`src/rtl/sar_search_pkg.sv`:
```
// rtl/sar_search_pkg.sv - shared state encoding and default width for the SAR search engine
package sar_search_pkg;

  localparam int unsigned SAR_WIDTH = 8;

  typedef enum logic [1:0] {
    IDLE   = 2'd0,
    SEARCH = 2'd1,
    FINISH = 2'd2
  } sar_state_e;

endpackage

```
`src/rtl/sar_search8.sv`:
```
// rtl/sar_search8.sv - binary (successive approximation) search driving an external comparator
// Optional build macro: SAR_SEARCH_FLAGCHK_EN aborts with err=1 on non-one-hot comparator flags.
module sar_search8
  import sar_search_pkg::*;
#(
  parameter int unsigned WIDTH = SAR_WIDTH
) (
  input  logic             clk,
  input  logic             rst_n,
  input  logic             start,
  input  logic             cmp_less,
  input  logic             cmp_equal,
  input  logic             cmp_more,
  output logic [WIDTH-1:0] probe,
  output logic             busy,
  output logic             done,
  output logic             found,
  output logic [WIDTH-1:0] result,
  output logic [3:0]       steps,
  output logic             err
);

  localparam logic [3:0] STEP_LIMIT = 4'(WIDTH + 1);

  sar_state_e       state_q, state_d;
  logic [WIDTH-1:0] lo_q, lo_d;
  logic [WIDTH-1:0] hi_q, hi_d;
  logic [WIDTH-1:0] probe_q, probe_d;
  logic [WIDTH-1:0] result_q, result_d;
  logic [3:0]       steps_q, steps_d;
  logic             found_q, found_d;
  logic             err_q, err_d;

  logic flag_eq, flag_lt, flag_gt, bad_flags, no_flags;

  // Midpoint at WIDTH+1 bits so lo+hi never overflows.
  function automatic logic [WIDTH-1:0] midpoint(input logic [WIDTH-1:0] a,
                                                input logic [WIDTH-1:0] b);
    logic [WIDTH:0] sum;
    sum = {1'b0, a} + {1'b0, b};
    return sum[WIDTH:1];
  endfunction

  always_comb begin
    no_flags = !(cmp_less || cmp_equal || cmp_more);
    flag_eq  = cmp_equal;
`ifdef SAR_SEARCH_FLAGCHK_EN
    bad_flags = !({cmp_less, cmp_equal, cmp_more} inside {3'b100, 3'b010, 3'b001});
    flag_lt   = cmp_less;
    flag_gt   = cmp_more;
`else
    // Priority equal > less > more; an all-zero flag set counts as "more".
    bad_flags = 1'b0;
    flag_lt   = !cmp_equal && cmp_less;
    flag_gt   = (!cmp_equal && !cmp_less && cmp_more) || no_flags;
`endif
  end

  always_comb begin
    state_d  = state_q;
    lo_d     = lo_q;
    hi_d     = hi_q;
    probe_d  = probe_q;
    result_d = result_q;
    steps_d  = steps_q;
    found_d  = found_q;
    err_d    = err_q;

    case (state_q)
      IDLE: begin
        if (start) begin
          lo_d     = '0;
          hi_d     = '1;
          probe_d  = midpoint('0, '1);
          result_d = '0;
          steps_d  = '0;
          found_d  = 1'b0;
          err_d    = 1'b0;
          state_d  = SEARCH;
        end
      end

      SEARCH: begin
        steps_d = steps_q + 4'd1;
        if (bad_flags) begin
          err_d    = 1'b1;
          found_d  = 1'b0;
          result_d = '0;
          state_d  = FINISH;
        end else if (flag_eq) begin
          found_d  = 1'b1;
          result_d = probe_q;
          state_d  = FINISH;
        end else if (steps_d == STEP_LIMIT) begin
          state_d = FINISH;
        end else if (flag_lt) begin
          // Stepping below lo would wrap hi; an inconsistent comparator ends the search.
          if (probe_q == lo_q) begin
            state_d = FINISH;
          end else begin
            hi_d    = probe_q - 1'b1;
            probe_d = midpoint(lo_q, probe_q - 1'b1);
          end
        end else if (flag_gt) begin
          if (probe_q == hi_q) begin
            state_d = FINISH;
          end else begin
            lo_d    = probe_q + 1'b1;
            probe_d = midpoint(probe_q + 1'b1, hi_q);
          end
        end
      end

      FINISH: state_d = IDLE;

      default: state_d = IDLE;
    endcase
  end

  always_ff @(posedge clk or negedge rst_n) begin
    if (!rst_n) begin
      state_q  <= IDLE;
      lo_q     <= '0;
      hi_q     <= '1;
      probe_q  <= '0;
      result_q <= '0;
      steps_q  <= '0;
      found_q  <= 1'b0;
      err_q    <= 1'b0;
    end else begin
      state_q  <= state_d;
      lo_q     <= lo_d;
      hi_q     <= hi_d;
      probe_q  <= probe_d;
      result_q <= result_d;
      steps_q  <= steps_d;
      found_q  <= found_d;
      err_q    <= err_d;
    end
  end

  assign probe  = probe_q;
  assign result = result_q;
  assign steps  = steps_q;
  assign found  = found_q;
  assign err    = err_q;
  assign busy   = (state_q == SEARCH);
  assign done   = (state_q == FINISH);

endmodule

```
`config.mk`:
```
export PLATFORM = sky130hd
export DESIGN_NAME = sar_search8
export DESIGN_NICKNAME = d
export VERILOG_FILES = /design/src/rtl/sar_search_pkg.sv /design/src/rtl/sar_search8.sv
export SDC_FILE = /design/constraint.sdc
export NUM_CORES = 1
export LEC_CHECK = 0
export ABC_AREA = 1
export CORE_UTILIZATION = 53
export CTS_BUF_LIST = sky130_fd_sc_hd__clkbuf_16
export DETAILED_ROUTE_END_ITERATION = 10
export PLACE_DENSITY_LB_ADDON = 0.1
export RECOVER_POWER = 50
export SLEW_MARGIN = 5
export SYNTH_ARGS = -nofsm -noshare
export SYNTH_HDL_FRONTEND = slang
export SYNTH_SLANG_ARGS = --single-unit
export TNS_END_PERCENT = 100
```
`constraint.sdc`:
```
create_clock -name clk -period 2.4 [get_ports clk]
set_clock_uncertainty 0.15 [all_clocks]
set_input_delay 0.24 -clock clk [delete_from_list [all_inputs] [get_ports clk]]
set_output_delay 0.24 -clock clk [all_outputs]
set_load 0.05 [all_outputs]
```
==> impl_metrics.toml <==
[status]
status = "finished with violations"
violations = "negative setup slack"

[worst_setup_path]
reg2reg_depth = 16
cp-end-kind = "register"
crit_fanout = 6
critPathRequiredTime_ns = 2.43
criticalPathCategory = "register to register"
cp_slowest_cell = "dfrtp_2"
cpPeakStageDelay_ns = 0.51
cp_common_cell = "nand2_1"
reg2reg_setup_slack_ns = -0.03
worst_r2r_endpoint = "probe[6]"
r2r_start = "probe[0]"
critPathLaunchType = "register"
critPathArrivalTime_ns = 2.46
path_cells = "ha_4, nand2_4, nor2_4, nand3_2, xor2_1, inv_1, ha_4, nand2_2, nor2_1, nand2_1, nand2_1, nand2_1, nand3_1, nand3_2, nand2_1, nand2_1"

[yosys]
syn_avg_cell_area_um2 = 7.29
synth_edf_count = 0
yosys_warnings = 0
yosysTopAreaCell = "dfrtp_1"
synthFlopType = "dfrtp_1"
ys_types = 38
synth_cells = 440
ys_seq_area_share_pct = 30.7
yosys_register_bits = 39
synth_nets = 470
async_flop_share_pct = 100
synth_top_area_share_pct = 24.2
syn_area_um2 = 3210
ys_top_cells_by_area = "dfrtp_1 24%, nand2_1 17%, ha_1 8.6%"

[cts]
cts-root-buf = "clkbuf_16"
cts.sinks = 39
cts_buffer_depth = 2
cts_max_level = 2
clkTransAtPathRegs_ns = 0.06
tritoncts = "built"
clk_latency_ns = 0.29
cts_made_buffers = 5

[drt]
routedWlPerCell_um = 15.8
route.vias.total = 3168
drc = 0
via_per_inst = 5.45
detail_route.iter0.violations = 201
antenna_left = 0
drt_first_pass_iters = 5
routed_wl_um = 9170

[sta]
rsz0062_at_grt = "true"
fin_setup_tns_ns = -0.0767
slew_headroom_pct = 19.7
min_period_over_period_pct = 101
period_minus_slack_ns = 2.43
hold_violations = 0
setup-violations-final = 4
finalMaxSlewViolations = 0
fin_ws_ns = -0.0349
max_freq_mhz = 411
worst_pin_slew_ns = 1.20

[cells_and_area]
area_delta_synth_final_pct = 32.6
utilization_pct = 74.9
diodes = 0
drive_gt1_share_pct = 32.0
nNetsFinal = 538
fin_area_um2 = 4250
final_cell_count_no_fill = 581

[floorplanning]
initial_core_util_pct = 56.5
fp.dieH_um = 79.8
die_area_um2 = 6370
core-area_um2 = 5680
fp-row-count = 27
dieWidth_um = 79.8
io_pins = 30

[worst_hold_path]
hp-class = "register to register"
whs_path_depth = 2
hp-start = "result[2]"
holdPathEnd = "result[2]"

[grt]
use_met1_pct = 38.8
globalRouteMet2Util_pct = 50.6
use_met3_pct = 4.46
antenna_found_initial = 0
grt_start_max_net_pins = 22
top_usage_layer = "met2"
grt_pass1_wl_um = 14500
grt_overflow = 0
first_global_vias = 2969
grt_use_total_pct = 30.6

[placement]
dpl_cell_area_um2 = 3760
port_buffers = 27
detailed_place_hpwl_um = 6630
place_congestion = 0.896
dpl.cell_count = 562

[job]
max_cap_viol_count = 0
what timing repair did:
action	4_1_cts	5_1_grt
hold endpoints to repair	15	0
endpoints found under the setup margin	5	7
pin swaps	7	31
buffers inserted	1	9
gates resized for setup	21	35
hold buffers	1	0
synthesized netlist by cell type, types with 2 or more instances:
cell,count
ha_1,22
nor2_2,5
nor2_4,3
buf_6,4
nand2_1,144
nand4_4,2
nor3_1,2
nand3b_1,6
inv_1,55
nand3_1,33
inv_2,7
xor2_1,13
buf_2,2
nand4_1,5
dfrtp_1,31
fa_1,2
buf_4,2
dfstp_2,8
nand3_2,4
xnor2_1,2
nand2_2,7
o21ai_2,16
nor2_1,15
clkbuf_1,2
a21oi_1,11
o21ai_0,25
area by class of cell:
type,count,area [µm²]
tap,72,90.1
inverter,65,256
multi-input combinational,324,2140
clock buffer,5,125
sequential,39,993
fill,443,1420
clock inverter,3,43.8
timing repair buffer,73,602
stage by stage:
| step | setup WS, ns | hold WS (ns) |
|---|---|---|
| 6_report | -0.0349 | 0.327 |
| 5_1_grt | -0.165 | 0.358 |
| 4_1_cts | -0.00900 | 0.318 |
| 3_5_place_dp | -0.143 | 0.0879 |
| 3_3_place_gp | -0.0798 | 0.0761 |
| 2_1_floorplan | 0.00753 | -0.206 |
cells by family after synthesis:
group | after synthesis | synth area share [%]
buf+inv | 77 | 11.3
flops | 39 | 30.7
other cells | 1 | 0.117
simple gates | 226 | 32.4
fa+ha+maj | 24 | 9.83
compound gates | 58 | 11.5
xor+xnor | 15 | 4.10
placed cells by master, fill, tap and decap left out, types with 2 or more instances in the layout:
cell             instances
dlygate4sd3_1            4
o21ai_1                  5
o21ai_2                 16
xor2_2                   6
dfstp_2                  8
buf_4                   44
clkbuf_1                 3
ha_2                     2
o21ai_0                 21
inv_1                   50
nand4_4                  2
nand2_4                  2
fa_2                     2
dfrtp_1                 27
nand3_2                 10
nand4_1                  5
inv_4                    3
ha_4                     8
clkdlybuf4s50_1         22
ha_1                    12
nor2_1                  11
a21oi_2                  6
nand2_2                 16
dfrtp_2                  3
nand2_1                133
inv_2                   10
nand3b_1                 6
nand3_1                 26
xnor2_1                  2
nor2_2                   8
clkbuf_16                5
a21oi_1                  5
xor2_1                   7
nor2_4                   4
per-layer routing:
layer  wire, µm  vias to the layer above
met3        608                       28
met5          0                        -
li1           -                     1535
met1       3780                     1484
met4        333                        0
met2       4450                      121
registers in the layout, summed over array words and instances (netlist names):
| register | count |
|---|---|
| state_q | 2 |
| probe | 8 |
| steps | 4 |
| lo_q | 8 |
| result | 8 |
| hi_q | 8 |
| found | 1 |
worst max-delay path: cells and delay by family, from the launching register on:
family,cells,cell delay [ns]
XOR/XNOR,1,0.15
AND/OR/NAND/NOR,12,0.90
adder cells (fa/ha/maj),2,0.50
buffers and inverters,1,0.10
flip-flops,1,0.51
worst max path at each step:
stage | startpoint | endpoint | depth (start not counted)
6_report | probe[0] | probe[6] | 16
2_1_floorplan | probe[0] | probe[6] | 15
3_3_place_gp | probe[0] | probe[7] | 12
4_1_cts | probe[0] | probe[7] | 13
5_1_grt | probe[0] | probe[6] | 16
3_5_place_dp | probe[1] | probe[7] | 11
Power is not shown: default switching activity piles up to over one toggle a cycle in this logic, so the estimate is an artifact.
==> RTL edit: new RTL, config.mk and constraints unchanged <==
Set the package constant `SAR_WIDTH` to 12 (it was 8).
--- a/src/rtl/sar_search_pkg.sv
+++ b/src/rtl/sar_search_pkg.sv
@@ -3,3 +3,3 @@
 
-  localparam int unsigned SAR_WIDTH = 8;
+  localparam int unsigned SAR_WIDTH = 12;
 
Ports: changed (resized probe and result); port bits go from 30 to 38. The function was not compared with the original's and may differ.
==> RTL edit against the unedited design <==
- largest cell class unchanged
- design area increased by 64%
- highest routed layer unchanged
- area after synthesis grew 46%
- die area increased by 45%
- critical path depth shrank 1
- worst setup slack worse by 420 ps
- the flow still finishes with violations (setup timing)
- utilization rose by 8.5 points
- sequential cell count up 16
- wire length grew 100%
- via count grew 76%
Power is left out: the tool's default activity adds up to more than one toggle a clock period on the data nets, which glitch-free logic cannot reach.
==> RTL edit: results <==
export IMPL_routedWlPerCell_um=19.76
export IMPL_drtIter0Drc=555
export IMPL_synth_area_leaders="dfrtp_1 23%, nand2_1 18%, ha_1 8.0%"
export IMPL_yosys_warnings=0
export IMPL_yosys_top_cells_count="228 x nand2_1, 99 x inv_1, 60 x nor2_1, 54 x nand3_1, 43 x dfrtp_1"
export IMPL_syn_nets=733
export IMPL_diodes=0
export IMPL_synth_cell_types=38
export IMPL_holdBufCountCts=1
export IMPL_dp_cells=906
export IMPL_ys_async_sr_fraction=1.000
export IMPL_cts_resized=91
export IMPL_min_path_type="flop to flop"
export IMPL_hpwl_um=11720
export IMPL_grt_use_total=0.3793
export IMPL_numPortBuffers=35
export IMPL_firstDrtPassIters=7
export IMPL_grt_first_pass_wirelength_um=26050
export IMPL_place_ws_ps=-411.1
export IMPL_worstHoldStart="result[9]"
export IMPL_clock_path_buffers=2
export IMPL_synthFlopType="dfrtp_1"
export IMPL_final_nets=871
export IMPL_status="finished, violations left"
export IMPL_fin_tns_setup_ps=-3313
export IMPL_htree_levels=2
export IMPL_finalSetupViolations=10
export IMPL_root_buffer="clkbuf_16"
export IMPL_violations="setup timing"
export IMPL_grt_pass1_vias=5222
export IMPL_path_delay_family="simple AND/OR/NAND/NOR gates"
export IMPL_postCtsSetupRepairBufs=14
export IMPL_worstPathMaxFanout=5
export IMPL_routed_wirelength_um=18560
export IMPL_clk_pin_slew_worst_paths_ps=70
export IMPL_fill_cells=488
export IMPL_finalMaxSlewViolations=0
export IMPL_via_count=5575
export IMPL_startpoint="probe[0]"
export IMPL_arrival_ps=2910
export IMPL_slowest_delay_ps=510
export IMPL_placed_cell_area_um2=5841
export IMPL_drive_gt1_frac=0.3621
export IMPL_seq_area_frac_synth=0.2963
export IMPL_finalWorstSetupSlack_ps=-459.8
export IMPL_maxSlewHeadroom=0.03194
export IMPL_worst_skew_pair_late_latency_ps=310
export IMPL_cpMaxStageDelayCell="dfrtp_4"
export IMPL_place_gp_congestion=0.9581
export IMPL_grt_max_degree=56
export IMPL_syn_avg_cell_area_um2=6.756
export IMPL_antenna_found_initial=0
==> RTL edit: cell count changes after synthesis, sizes merged, moves of 8 or more <==
cell   before  now
xor2       13   22
inv        64  107
o21ai      42   25
nor2       23   62
o22ai       0    9
ha         22   30
nor3        2   10
xnor2       2   12
a21oi      11   22
nand2     151  233
nand3      37   56
dfrtp      31   43
==> RTL edit: area by class of cell <==
type                            instances  area [um^2]  area share
Multi-Input combinational cell        514         3581      0.5121
Sequential cell                        55         1409      0.2015
Timing Repair Buffer                  150         1294      0.1850
Inverter                              107        411.6     0.05887
Tap cell                              105        131.4     0.01879
Clock buffer                            5        125.1     0.01789
Clock inverter                          3        41.29    0.005904
==> RTL edit: cells by family after synthesis <==
| logic type | Yosys count | share of synthesized area |
|---|---|---|
| other cells | 1 | 0.0007986 |
| buf+inv | 126 | 0.1151 |
| fa+ha+maj | 32 | 0.08846 |
| xor+xnor | 34 | 0.06341 |
| simple gates | 384 | 0.3493 |
| compound gates | 63 | 0.08660 |
| flops | 55 | 0.2963 |
==> RTL edit: worst paths after layout <==
path | to | slack (ps) | depth (start not counted)
setup / recovery | probe[11] | -460 | 15
hold / removal | result[9] | 330 | 2
setup reg to reg | probe[11] | -460 | 15
hold reg to reg | result[9] | 330 | 2
max in group asynchronous | probe[1] | 330 | 3
min in group asynchronous | found | 730 | 3
==> RTL edit: layer usage <==
layer	up-vias	track usage	wire (um)
li1	2464	-	-
met1	2624	0.4944	7162
met2	392	0.6164	8548
met3	95	0.05687	1824
met4	0	0.1754	1020
met5	-	0	0
==> RTL edit: worst reg2reg max path, delay by kind of cell (launching register included) <==
family,cells,cell delay [ps]
AND/OR/NAND/NOR,9,940
flip-flops,1,510
buffers and inverters,3,380
AO/OA/AOI/OAI,1,210
XOR/XNOR,1,280
adder cells (fa/ha/maj),1,280
